### config.mk
export PLATFORM = sky130hd
export DESIGN_NAME = spi_engine_offload_seq
export DESIGN_NICKNAME = d
export VERILOG_FILES = /design/src/rtl/spi_engine_offload_seq.sv
export SDC_FILE = /design/constraint.sdc
export NUM_CORES = 1
export LEC_CHECK = 0
export BUFFER_PORTS_ARGS = -buffer_cell sky130_fd_sc_hd__buf_2
export CAP_MARGIN = 40
export CORE_MARGIN = 4
export CORE_UTILIZATION = 45
export CTS_BUF_LIST = sky130_fd_sc_hd__clkbuf_16
export CTS_CLUSTER_SIZE = 16
export DETAILED_ROUTE_END_ITERATION = 16
export GPL_TIMING_DRIVEN = 0
export PLACE_DENSITY = 0.66
export SLEW_MARGIN = 0
export SYNTH_ARGS = -nofsm -noshare
export SYNTH_HDL_FRONTEND = slang
export SYNTH_SLANG_ARGS = --single-unit
### constraint.sdc
create_clock -name clk -period 4.1 [get_ports clk]
set_input_delay 0.41 -clock clk [delete_from_list [all_inputs] [get_ports clk]]
set_output_delay 0.41 -clock clk [all_outputs]
set_load 0.02 [all_outputs]
### src/rtl/spi_engine_offload_seq.sv
// spi_engine_offload_seq
//   Offload sequencer between the SPI engine register interface and the
//   execution engine. A command program and an SDO table are loaded while
//   disabled; each trigger replays both into the engine without CPU help.
//   SDI words are passed straight through to a stream sink.
//
// Ports
//   clk, rstn                      clock, synchronous active-low reset
//   ctrl_cmd_wr_en/_data           append a 16-bit word to the command memory
//   ctrl_sdo_wr_en/_data           append a DATA_WIDTH word to the SDO memory
//   ctrl_mem_reset                 clear both memory lengths (DISABLED only)
//   ctrl_enable / ctrl_enabled     arm request / sequencer-active status
//   trigger                        start a replay (sampled in WAIT_TRIG only)
//   cmd_*                          command stream to the engine
//   sdo_data_*                     SDO stream to the engine
//   sdi_data_*                     SDI stream from the engine
//   sync_*                         sync stream from the engine (always ready)
//   offload_sdi_*                  SDI stream to the sink
module spi_engine_offload_seq #(
    parameter int CMD_MEM_ADDRESS_WIDTH = 4,
    parameter int SDO_MEM_ADDRESS_WIDTH = 4,
    parameter int DATA_WIDTH            = 8,
    parameter int NUM_OF_SDI            = 1
) (
    input  logic                             clk,
    input  logic                             rstn,

    input  logic                             ctrl_cmd_wr_en,
    input  logic [15:0]                      ctrl_cmd_wr_data,
    input  logic                             ctrl_sdo_wr_en,
    input  logic [DATA_WIDTH-1:0]            ctrl_sdo_wr_data,
    input  logic                             ctrl_mem_reset,
    input  logic                             ctrl_enable,
    output logic                             ctrl_enabled,

    input  logic                             trigger,

    output logic                             cmd_valid,
    input  logic                             cmd_ready,
    output logic [15:0]                      cmd_data,

    output logic                             sdo_data_valid,
    input  logic                             sdo_data_ready,
    output logic [DATA_WIDTH-1:0]            sdo_data,

    input  logic                             sdi_data_valid,
    output logic                             sdi_data_ready,
    input  logic [NUM_OF_SDI*DATA_WIDTH-1:0] sdi_data,

    input  logic                             sync_valid,
    output logic                             sync_ready,
    input  logic [7:0]                       sync_data,

    output logic                             offload_sdi_valid,
    input  logic                             offload_sdi_ready,
    output logic [NUM_OF_SDI*DATA_WIDTH-1:0] offload_sdi_data
);

    localparam int CW = CMD_MEM_ADDRESS_WIDTH;
    localparam int SW = SDO_MEM_ADDRESS_WIDTH;

    typedef enum logic [1:0] {
        ST_DISABLED,
        ST_WAIT_TRIG,
        ST_SEND,
        ST_WAIT_SYNC
    } state_t;

    state_t state_q, state_d;

    // Lengths are one bit wider than the address so "full" (2^W) is representable.
    logic [CW:0]   cmd_len_q, cmd_len_d;
    logic [SW:0]   sdo_len_q, sdo_len_d;
    logic [CW-1:0] cmd_rd_ptr_q, cmd_rd_ptr_d;
    // SDO pointer must reach sdo_len to signal "table exhausted".
    logic [SW:0]   sdo_rd_ptr_q, sdo_rd_ptr_d;

    logic [15:0]           cmd_mem [2**CW];
    logic [DATA_WIDTH-1:0] sdo_mem [2**SW];

    logic cmd_wr, sdo_wr, cmd_last;
    logic sync_unused;

    // Writes only while disabled, dropped when full, and lose to a same-cycle memory reset.
    assign cmd_wr = (state_q == ST_DISABLED) && ctrl_cmd_wr_en && !ctrl_mem_reset && !cmd_len_q[CW];
    assign sdo_wr = (state_q == ST_DISABLED) && ctrl_sdo_wr_en && !ctrl_mem_reset && !sdo_len_q[SW];

    assign cmd_last = ({1'b0, cmd_rd_ptr_q} == cmd_len_q - (CW+1)'(1));

    // Outputs
    assign ctrl_enabled      = (state_q != ST_DISABLED);
    assign cmd_valid         = (state_q == ST_SEND);
    assign cmd_data          = cmd_mem[cmd_rd_ptr_q];
    assign sdo_data_valid    = ((state_q == ST_SEND) || (state_q == ST_WAIT_SYNC)) &&
                               (sdo_rd_ptr_q < sdo_len_q);
    assign sdo_data          = sdo_mem[sdo_rd_ptr_q[SW-1:0]];
    assign sync_ready        = 1'b1;
    assign offload_sdi_valid = sdi_data_valid;
    assign offload_sdi_data  = sdi_data;
    assign sdi_data_ready    = offload_sdi_ready;

    // Sync id carries no meaning for the sequencer.
    assign sync_unused = ^sync_data;

    always_ff @(posedge clk) begin
        if (cmd_wr) cmd_mem[cmd_len_q[CW-1:0]] <= ctrl_cmd_wr_data;
        if (sdo_wr) sdo_mem[sdo_len_q[SW-1:0]] <= ctrl_sdo_wr_data;
    end

    always_ff @(posedge clk) begin
        if (!rstn) begin
            state_q      <= ST_DISABLED;
            cmd_len_q    <= '0;
            sdo_len_q    <= '0;
            cmd_rd_ptr_q <= '0;
            sdo_rd_ptr_q <= '0;
        end else begin
            state_q      <= state_d;
            cmd_len_q    <= cmd_len_d;
            sdo_len_q    <= sdo_len_d;
            cmd_rd_ptr_q <= cmd_rd_ptr_d;
            sdo_rd_ptr_q <= sdo_rd_ptr_d;
        end
    end

    always_comb begin
        state_d      = state_q;
        cmd_len_d    = cmd_len_q;
        sdo_len_d    = sdo_len_q;
        cmd_rd_ptr_d = cmd_rd_ptr_q;
        sdo_rd_ptr_d = sdo_rd_ptr_q;

        case (state_q)
            ST_DISABLED: begin
                if (ctrl_mem_reset) begin
                    cmd_len_d = '0;
                    sdo_len_d = '0;
                end else begin
                    if (cmd_wr) cmd_len_d = cmd_len_q + (CW+1)'(1);
                    if (sdo_wr) sdo_len_d = sdo_len_q + (SW+1)'(1);
                end
                if (ctrl_enable) state_d = ST_WAIT_TRIG;
            end
            ST_WAIT_TRIG: begin
                if (!ctrl_enable) begin
                    state_d = ST_DISABLED;
                end else if (trigger && (cmd_len_q != '0)) begin
                    state_d      = ST_SEND;
                    cmd_rd_ptr_d = '0;
                    sdo_rd_ptr_d = '0;
                end
            end
            ST_SEND: begin
                // Syncs arriving here are accepted (sync_ready=1) and dropped.
                if (cmd_ready) begin
                    cmd_rd_ptr_d = cmd_rd_ptr_q + CW'(1);
                    if (cmd_last) state_d = ST_WAIT_SYNC;
                end
            end
            ST_WAIT_SYNC: begin
                if (sync_valid) state_d = ctrl_enable ? ST_WAIT_TRIG : ST_DISABLED;
            end
            default: state_d = ST_DISABLED;
        endcase

        if (sdo_data_valid && sdo_data_ready) sdo_rd_ptr_d = sdo_rd_ptr_q + (SW+1)'(1);
    end

endmodule

# == Word-level counts from Yosys, hierarchy flattened ==
# Memories as Yosys holds them, arrays and structs flattened. A register that Yosys moved wholly into a read port is not among the register bits.
# Index checks and enable logic that the tools add are counted.
# op_classes
n_mux,28
n_eq_ne,11
n_lt_le_gt_ge,1
reduce_logical,27
addsub,5
# ops
op,count
$mux 5,8
$mux 4,7
$add 5x1->5 const B,3
$reduce_bool 2->1,7
$mux 2,6
$logic_and 1x1->1,9
$ne 2x2->1 const B,4
$pmux 2 s4,1
$pmux 4 s2,1
$eq 4x5->1,1
$lt 5x5->1,1
$mux 1,5
$reduce_and 5->1,1
$reduce_bool 5->1,1
$sub 5x1->5 const B,1
$add 4x1->4 const B,1
$eq 2x2->1 const B,2
$ne 2x1->1 const B,2
$reduce_and 2->1,2
$reduce_and 4->1,1
$logic_not 1->1,3
$ne 3x3->1 const B,1
$reduce_and 3->1,1
$eq 2x1->1 const B,1
2 further kinds,2
# word_totals
mem_count,2
wordCells,79
mem_bits_rw,384
input_bits,52
register_bits,21
out_inout_bits,38
# memory_table
name,depth,width,read_ports,rd_clocked_by_memory_dff,wr,line_no,text
cmd_mem,16,16,1,1,1,78,logic [15:0] cmd_mem [2**CW];
sdo_mem,16,8,1,1,1,79,logic [DATA_WIDTH-1:0] sdo_mem [2**SW];

# == Longest topological paths before layout ==
# Gate-level depths: netlist of the first run.
# depth
word_depth,8
ltp_mapped,9
ltp_nobuf,7

# == Worst setup path before layout of the first run ==
# OpenSTA, ideal clock, no wires.
# synth_path
path_type,register -> register
start,register with a tool-made name
end,"memory cmd_mem[4][0], enable pin"
path_buffers,0
period_less_slack_ps,2451
arrival_time_ps,2062
stages_incl_launch_ff,6
t_required_ps,3712
slack_ps,1649
path_cell_list,dfxtp_1 -> nor2_1 -> inv_1 -> nor3b_1 -> nand2_1 -> nor2_1
# synth_rtl
item,line_no
end: declaration,78

==> results of run 1 <==
-- where the power goes --
group / leakage [uW] / switching, uW / internal (uW) / total (uW)
clock: 0.000685 / 1600 / 2090 / 3700
combinational: 0.00174 / 131 / 69.3 / 200
sequential: 0.00369 / 7.38 / 4620 / 4630
total: 0.00611 / 1740 / 6780 / 8520
-- routing by layer --
layer,GRT usage (%),part of all wire (%),wire length (um)
met5,0,0,0
met4,4.43,2.1,665
met3,3.56,5.6,1800
met2,27.9,50,16100
met1,22.8,42,13400
-- tightest hold or removal path: stages --
cell      delay, ns
buf_2          0.11
o21ai_0        0.07
a221oi_1       0.08
-- stage by stage --
stage                     hold WS [ns]  power [uW]  setup slack [ns]  utilization (%)  instance area, sq um
after floorplan                  0.452        4810              1.65                -                 16300
after global placement           0.476        4910             0.503             48.4                 17300
after detailed placement         0.492        4920              1.08             49.3                 17600
after CTS                        0.154        8610             0.461             53.1                 18900
after global routing             0.178        8810             0.381             53.1                 18900
final                            0.176        8520             0.531             53.1                 18900
-- flip-flops by register name, summed over array words and instances, names as in the netlist, named ones only --
name and cells:
sdo_rd_ptr_q 5, sdo_len_q 5, sdo_mem 128, state_q 1, cmd_rd_ptr_q 4, cmd_len_q 5
cmd_mem 256
-- cell usage after synthesis (4+ instances only) --
master	n	area, sq um
ha_1	15	188
nor2_1	50	188
xnor2_1	6	52.6
nand2b_1	4	25.0
dfxtp_1	29	581
nand2_1	20	75.1
buf_1	12	45.0
nor3b_1	5	37.5
nand3_1	6	30.0
nor3_1	6	30.0
mux4_1	45	1180
edfxtp_1	384	11500
inv_1	9	33.8
a21oi_1	6	30.0
buf_6	8	90.1
mux4_2	75	1690
o21ai_0	4	20.0
xor2_1	7	61.3
buf_4	12	90.1
clkbuf_1	6	22.5
nor2b_1	5	31.3
-- cell families (layout without fill, tap and decap cells) --
kind of cell             Yosys count  count (layout)
other                              1               2
AO/OA/AOI/OAI                     29              29
adder cells (fa/ha/maj)           15              15
AND/OR/NAND/NOR                  105             105
buffers and inverters             52             219
flip-flops                       413             413
XOR/XNOR                          13              13
multiplexers                     121             121
-- layout by cell type, fill, tap and decap left out, types with 7 or more instances in the layout --
cell,netlist,final
inv_1,9,16
clkbuf_16,0,44
nand2_1,20,20
clkinv_1,0,13
nor2_1,50,34
buf_8,1,16
buf_4,12,12
mux4_1,45,45
dfxtp_1,29,29
buf_2,3,74
nor2_2,0,16
edfxtp_1,384,384
ha_1,15,15
xor2_1,7,7
buf_6,8,9
mux4_2,75,75
buf_1,12,12
-- worst paths after layout --
check,endpoint,startpoint,slack [ns],cells after the start
max reg2reg,sdo_mem[0][2],register,1.29,6
max,cmd_data[13],register,0.53,5
min,state_q[0],ctrl_enable,0.18,3
min reg2reg,sdo_len_q[4],sdo_len_q[4],0.50,2
-- cell type report --
| cell class | instances | area (sq um) |
|---|---|---|
| timing repair buffer | 88 | 619 |
| sequential | 413 | 12100 |
| tap | 461 | 577 |
| multi-input combinational | 284 | 3940 |
| buffer | 43 | 298 |
| clock buffer | 44 | 1100 |
| clock inverter | 35 | 254 |
| antenna | 1 | 2.50 |
| inverter | 9 | 33.8 |
| fill | 2695 | 16700 |
==> impl_metrics.json, run 1 <==
{
  "worstPathMaxFanout": 10,
  "dp_hpwl_um": 21500,
  "crit_type": "reg2out",
  "wl_per_cell_um": 23.2,
  "synth_edf_count": 384,
  "period_minus_slack_ns": 3.57,
  "min_period_over_period_pct": 87.0,
  "portBuffers": 70,
  "postRouteAntennaNets": 0,
  "p_leak_uw": 0.00611,
  "grt_usage_pct": 16.7,
  "ir_drop_mv": 0.371,
  "clkLatencyLatePin_ns": 0.57,
  "synth_fa_ha_area_share_pct": 1.15,
  "dieArea_sq_um": 39400,
  "drt_iter0_markers": 557,
  "clockRootBuffer": "clkbuf_16",
  "holdBufCountCts": 0,
  "rsz0062_at_grt": "no",
  "maxCapViolations": 0,
  "grt_max_degree": 17,
  "max_stage_delay_ns": 0.68,
  "clock-skew-final_ns": 0.0192,
  "ys_warn_count": 0,
  "cts_tree": "done",
  "hold_viol": 0,
  "die_y_um": 199,
  "async_flop_share_pct": 0,
  "fin_cells": 1378,
  "crit_family": "buffers and inverters",
  "synth_area_per_cell_sq_um": 21.8,
  "gp_congestion": 0.721,
  "overflow": 0,
  "cts_buffers": 43,
  "path_cells": "clkbuf_1, buf_1, mux4_1, mux4_2, buf_2",
  "cp-end-kind": "primary output",
  "crit_required_ns": 3.69,
  "nets": 949,
  "drive_above_1_share_pct": 29.5,
  "synth_nets": 816,
  "die_width_um": 199,
  "finalSetupTns_ns": 0,
  "post-cts-setup-buffer-count": 0,
  "area_growth_pct": 16.0,
  "drt_wl_total_um": 32000,
  "start_util_pct": 45.8,
  "worst_slew_pin_slew_ns": 0.866,
  "ctsResizeCount": 0,
  "synth_flop_cell": "edfxtp_1",
  "cp_slowest_cell": "buf_1",
  "drc": 0,
  "synth_simple_gate_area_share_pct": 3.02,
  "grt_pass1_wl_um": 49200,
  "ys_types": 43,
  "cp.arrival_ns": 3.16,
  "yosysSeqAreaShare_pct": 74.2,
  "status": "completed",
  "max_freq_mhz": 280,
  "row_count": 69,
  "vias_per_cell": 5.57,
  "grt_pass1_vias": 7923,
  "synthCells": 749,
  "power_density_nw_per_um2": 450,
  "synth_top_family_by_area": "multiplexers",
  "synth.area.mux_share_pct": 17.6,
  "hold_class": "in2reg",
  "synth_area_sq_um": 16300,
  "clkTransAtPathRegs_ns": 0.05,
  "antenna_found_initial": 2,
  "relSlewSlack_pct": 41.9,
  "clkSinkCount": 413,
  "critPathLaunchType": "register",
  "clockBufferDepth": 3,
  "finalSetupViolCount": 0,
  "via_count": 7675,
  "synth_seq_cells": 413,
  "worst-path-buf-inv": 3,
  "synth-xor-area-share_pct": 0.697,
  "top_level_ports": 90,
  "core_sq_um": 35700,
  "slew_violations": 0,
  "placed_cells": 1298,
  "cts.htree.levels": 2,
  "drt_pre_antenna_iters": 5,
  "synth-compound-area-share_pct": 1.27
}
Note: power is estimated with default switching activity, not from simulation.
==> run 2: changes to the inputs <==
Settings changed: CORE_MARGIN 4 to 2.
==> run 2 against run 1 <==
  * Global-route usage grew 0.85 points
  * Worst hold slack better by 0.020 ns
  * Critical path depth did not move
  * Register-to-register slack worse by 0.07 ns
  * Power down 2.3%
  * Via count down 0.57%
  * Worst setup slack lost 0.0052 ns
  * Clock skew shrank 0.0020 ns
  * Wire length rose by 0.56%
  * Non-clock buffer count decreased by 1
  * Cell count down 0.44%
  * Maximum frequency fell by 0.15%
==> impl_metrics.json, run 2 (synthesized netlist as in run 1, its figures left out) <==
{
  "status": "completed",
  "holdBufCountCts": 0,
  "postPlaceCellArea_sq_um": 17600,
  "finalSetupViolCount": 0,
  "post-cts-setup-buffer-count": 0,
  "finalSetupTns_ns": 0,
  "hold_class": "in2reg",
  "vias_per_cell": 5.56,
  "drt_iter0_markers": 651,
  "clkLatencyLatePin_ns": 0.55,
  "reg2reg_slack_ns": 1.22,
  "crit_type": "reg2out",
  "dp_hpwl_um": 21600,
  "start_util_pct": 45.8,
  "gp_congestion": 0.728,
  "hold_end": "state_q[0]",
  "antenna_found_initial": 0,
  "mostFrequentLayoutCell": "edfxtp_1",
  "dieArea_sq_um": 37800,
  "die_y_um": 195,
  "clock-skew-final_ns": 0.0171,
  "cp-end-kind": "primary output",
  "postRouteAntennaNets": 0,
  "portBuffers": 70,
  "drt_pre_antenna_iters": 7,
  "r2r_cells": 6,
  "relSlewSlack_pct": 40.2,
  "hold_depth": 3,
  "maxCapViolations": 0,
  "grt_usage_pct": 17.6,
  "core_sq_um": 35700,
  "cts.htree.levels": 2,
  "fin_cells": 1372,
  "slew_violations": 0,
  "period_minus_slack_ns": 3.57,
  "grt_pass1_wl_um": 49100,
  "via_count": 7631,
  "drt_wl_total_um": 32200,
  "top_level_ports": 90,
  "area_growth_pct": 15.5,
  "worst_slew_pin_slew_ns": 0.892,
  "wl_per_cell_um": 23.5,
  "clockBufferDepth": 3,
  "clockRootBuffer": "clkbuf_16",
  "cp.arrival_ns": 3.16,
  "nets": 947,
  "final_cell_mix": "edfxtp_1 (384), mux4_2 (75), buf_2 (73), mux4_1 (45), clkbuf_16 (43)",
  "grt_max_degree": 17,
  "max_freq_mhz": 280,
  "crit_required_ns": 3.69,
  "drive_above_1_share_pct": 29.3,
  "hp-start": "ctrl_enable",
  "clkSinkCount": 413,
  "placed_cells": 1297,
  "reg2reg_to": "cmd_mem[6][9]",
  "ir_drop_mv": 0.337,
  "worstPathMaxFanout": 10,
  "drc": 0,
  "cts_buffers": 42,
  "design_area_sq_um": 18900,
  "clkTransAtPathRegs_ns": 0.06,
  "critPathLaunchType": "register",
  "rsz0062_at_grt": "no",
  "p_leak_uw": 0.00609,
  "die_width_um": 195,
  "ctsResizeCount": 0,
  "hold_viol": 0,
  "overflow": 0,
  "cts_tree": "done",
  "min_period_over_period_pct": 87.2,
  "diodes": 0,
  "row_count": 69,
  "power_density_nw_per_um2": 441,
  "largest_reg_flops": 256,
  "grt_pass1_vias": 8007
}
==> run 2: cell types whose count changed in the layout (fill, tap and decap cells not counted), sizes merged <==
cell | previous run | this run
clkinv | 21 | 18
buf | 125 | 124
bufinv | 2 | 1
clkbuf | 50 | 49
diode | 1 | 0
inv | 19 | 20
==> run 2: worst max-delay path, cell delays in order (launching register included) <==
cell and delay [ns]:
dfxtp_1 0.30, clkbuf_1 0.45, buf_1 0.70, mux4_1 0.43, mux4_2 0.54, buf_2 0.19
==> run 2: worst max path at each step <==
stage	from	end	slack, ns	depth (start not counted)
2_1_floorplan	register	cmd_mem[4][0]	1.65	5
3_3_place_gp	register	cmd_mem[4][7]	0.46	5
3_5_place_dp	register	cmd_data[12]	1.05	5
4_1_cts	register	cmd_data[12]	0.45	5
5_1_grt	register	cmd_data[13]	0.40	5
6_report	register	cmd_data[13]	0.53	5
==> run 2: power by group <==
part / internal [uW] / switching, uW / leakage [uW] / total (uW)
sequential: 4620 / 7.23 / 0.00369 / 4630
combinational: 68.9 / 132 / 0.00175 / 201
clock: 1960 / 1540 / 0.000658 / 3500
==> run 2: metal layers <==
metal / track usage [%] / wire (um)
met1: 22.9 / 13600
met4: 4.96 / 584
met3: 3.02 / 1600
met2: 30.6 / 16400
met5: 0 / 0
==> run 2: layout make-up <==
class | count | area (sq um)
fillers | 2731 | 16800
flip-flops and latches | 413 | 12100
multi-input cells | 284 | 3950
clock buffers | 43 | 1080
repair buffers | 87 | 639
well taps | 461 | 577
plain buffers | 43 | 298
clock inverters | 32 | 178
inverters | 9 | 33.8
==> run 2: through the flow <==
step / utilization, % / setup slack (ns) / total power, uW / hold WS, ns
floorplan: - / 1.65 / 4810 / 0.452
CTS: 52.9 / 0.451 / 8400 / 0.166
global route: 52.9 / 0.402 / 8590 / 0.196
global placement: 48.4 / 0.463 / 4910 / 0.481
detailed placement: 49.4 / 1.05 / 4920 / 0.500
finish: 52.9 / 0.526 / 8320 / 0.195
==> run 3: changes to the inputs <==
Settings changed: CORE_ASPECT_RATIO set to 2.
Clock period 4.1 ns to 3.7 ns, I/O delays scaled along.
==> run 3 against run 2 <==
  * Via count up 0.25%
  * Global-route usage up 0.45 points
  * Worst setup slack worse by 0.32 ns
  * Clock-buffer cell count down 5
  * Sequential power up 11%
  * First-iteration DRC count down 28%
  * Combinational power up 11%
  * Worst hold slack worse by 0.036 ns
  * Register-to-register slack worse by 0.39 ns
  * Design area down 0.31%
  * Highest routed layer unchanged
  * Flip-flop and latch count unchanged
  * Critical path type unchanged
==> impl_metrics.json, run 3 (synthesized netlist as in run 1, its figures left out) <==
{
  "status": "completed",
  "ir_drop_mv": 0.281,
  "cts_tree": "done",
  "die_y_um": 273,
  "gp_congestion": 0.783,
  "cp-end-kind": "primary output",
  "post-cts-setup-buffer-count": 0,
  "cts.htree.levels": 2,
  "grt_pass1_wl_um": 50200,
  "drt_pre_antenna_iters": 4,
  "slew_violations": 0,
  "fin_util_pct": 52.5,
  "clockRootBuffer": "clkbuf_16",
  "design_area_sq_um": 18800,
  "clkLatencyLatePin_ns": 0.54,
  "period_minus_slack_ns": 3.50,
  "holdBufCountCts": 0,
  "drt_iter0_markers": 470,
  "antenna_found_initial": 0,
  "grt_usage_pct": 18.0,
  "postPlaceCellArea_sq_um": 17600,
  "power_density_nw_per_um2": 485,
  "worst_slew_pin_slew_ns": 0.876,
  "crit_type": "reg2out",
  "path_cells": "clkbuf_1, buf_1, mux4_1, mux4_2, buf_2",
  "ctsResizeCount": 0,
  "mostFrequentLayoutCell": "edfxtp_1",
  "worstPathMaxFanout": 10,
  "hold_viol": 0,
  "min_period_over_period_pct": 94.5,
  "start_util_pct": 45.6,
  "area_growth_pct": 15.1,
  "cp_slowest_cell": "buf_1",
  "relSlewSlack_pct": 41.6,
  "setup_ws_ns": 0.205,
  "cp.arrival_ns": 3.13,
  "core_sq_um": 35800,
  "worst-path-buf-inv": 3,
  "dieArea_sq_um": 37900,
  "top_level_ports": 90,
  "portBuffers": 70,
  "drt_wl_total_um": 33700,
  "largest_reg_flops": 256,
  "grt_max_degree": 17,
  "finalSetupViolCount": 0,
  "wl_per_cell_um": 24.8,
  "p_leak_uw": 0.00608,
  "die_width_um": 139,
  "max_freq_mhz": 286,
  "clkSinkCount": 413,
  "hold_slack_ns": 0.159,
  "dpl_worst_slack_ns": 0.728,
  "drive_above_1_share_pct": 29.8,
  "nets": 949,
  "clock-skew-final_ns": 0.0188,
  "postRouteAntennaNets": 0,
  "crit_required_ns": 3.33,
  "vias_per_cell": 5.63,
  "clockBufferDepth": 3,
  "final_cell_mix": "edfxtp_1 (384), mux4_2 (75), buf_2 (73), mux4_1 (45), clkbuf_16 (38)",
  "critPathLaunchType": "register",
  "overflow": 0,
  "drc": 0,
  "cts_buffers": 36,
  "dp_hpwl_um": 23600,
  "grt_pass1_vias": 8091,
  "hold_class": "in2reg",
  "rsz0062_at_grt": "no",
  "clkTransAtPathRegs_ns": 0.07,
  "diodes": 0,
  "row_count": 98,
  "maxCapViolations": 0,
  "max_stage_delay_ns": 0.66,
  "crit_family": "buffers and inverters",
  "via_count": 7650
}
## run 3: changes by cell type in the layout (fill, tap and decap cells not counted), sizes merged
cell and delta:
clkinv -7, buf +8, inv -2, bufinv +3, clkbuf -5
## run 3: final cells by class
class	instances	area [sq um]
Multi-Input combinational cell	284	3950
Inverter	9	33.8
Tap cell	450	563
Sequential cell	413	12100
Clock buffer	38	951
Timing Repair Buffer	95	662
Fill cell	2778	17000
Buffer	43	298
Clock inverter	26	235
## run 3: final timing paths
| check | slack [ns] | end | start | cells past startpoint |
|---|---|---|---|---|
| setup reg to reg | 0.83 | cmd_mem[9][15] | register | 6 |
| hold reg to reg | 0.49 | sdo_len_q[4] | sdo_len_q[4] | 2 |
| setup / recovery | 0.20 | cmd_data[13] | register | 5 |
| hold / removal | 0.16 | state_q[0] | ctrl_enable | 3 |
## run 3: per-layer routing
layer / track usage [%] / part of all wire (%)
met2: 37.0 / 60
met1: 18.0 / 34
met3: 2.29 / 3.1
met5: 0 / 0
met4: 7.02 / 3.3
## run 3: worst register-to-register path: stages (launching register included)
cell     delay (ns)
dfxtp_1        0.38
nor2_1         0.24
inv_1          0.11
nor3b_1        0.68
nand2_1        0.32
nor2_2         0.60
buf_8          0.25
## run 3: where the power goes
group	total (uW)	internal, uW	switching, uW
logic	223	77.6	145
clock network	3770	2150	1620
registers	5120	5120	8.23
## run 3: metrics by stage
step / cells / power, uW / setup TNS [ns]
floorplan: 749 / 5330 / 0
global placement: 1269 / 5440 / -1.22
detailed placement: 1294 / 5450 / 0
CTS: 1358 / 9190 / 0
global route: 1358 / 9370 / 0
finish: 1358 / 9110 / 0
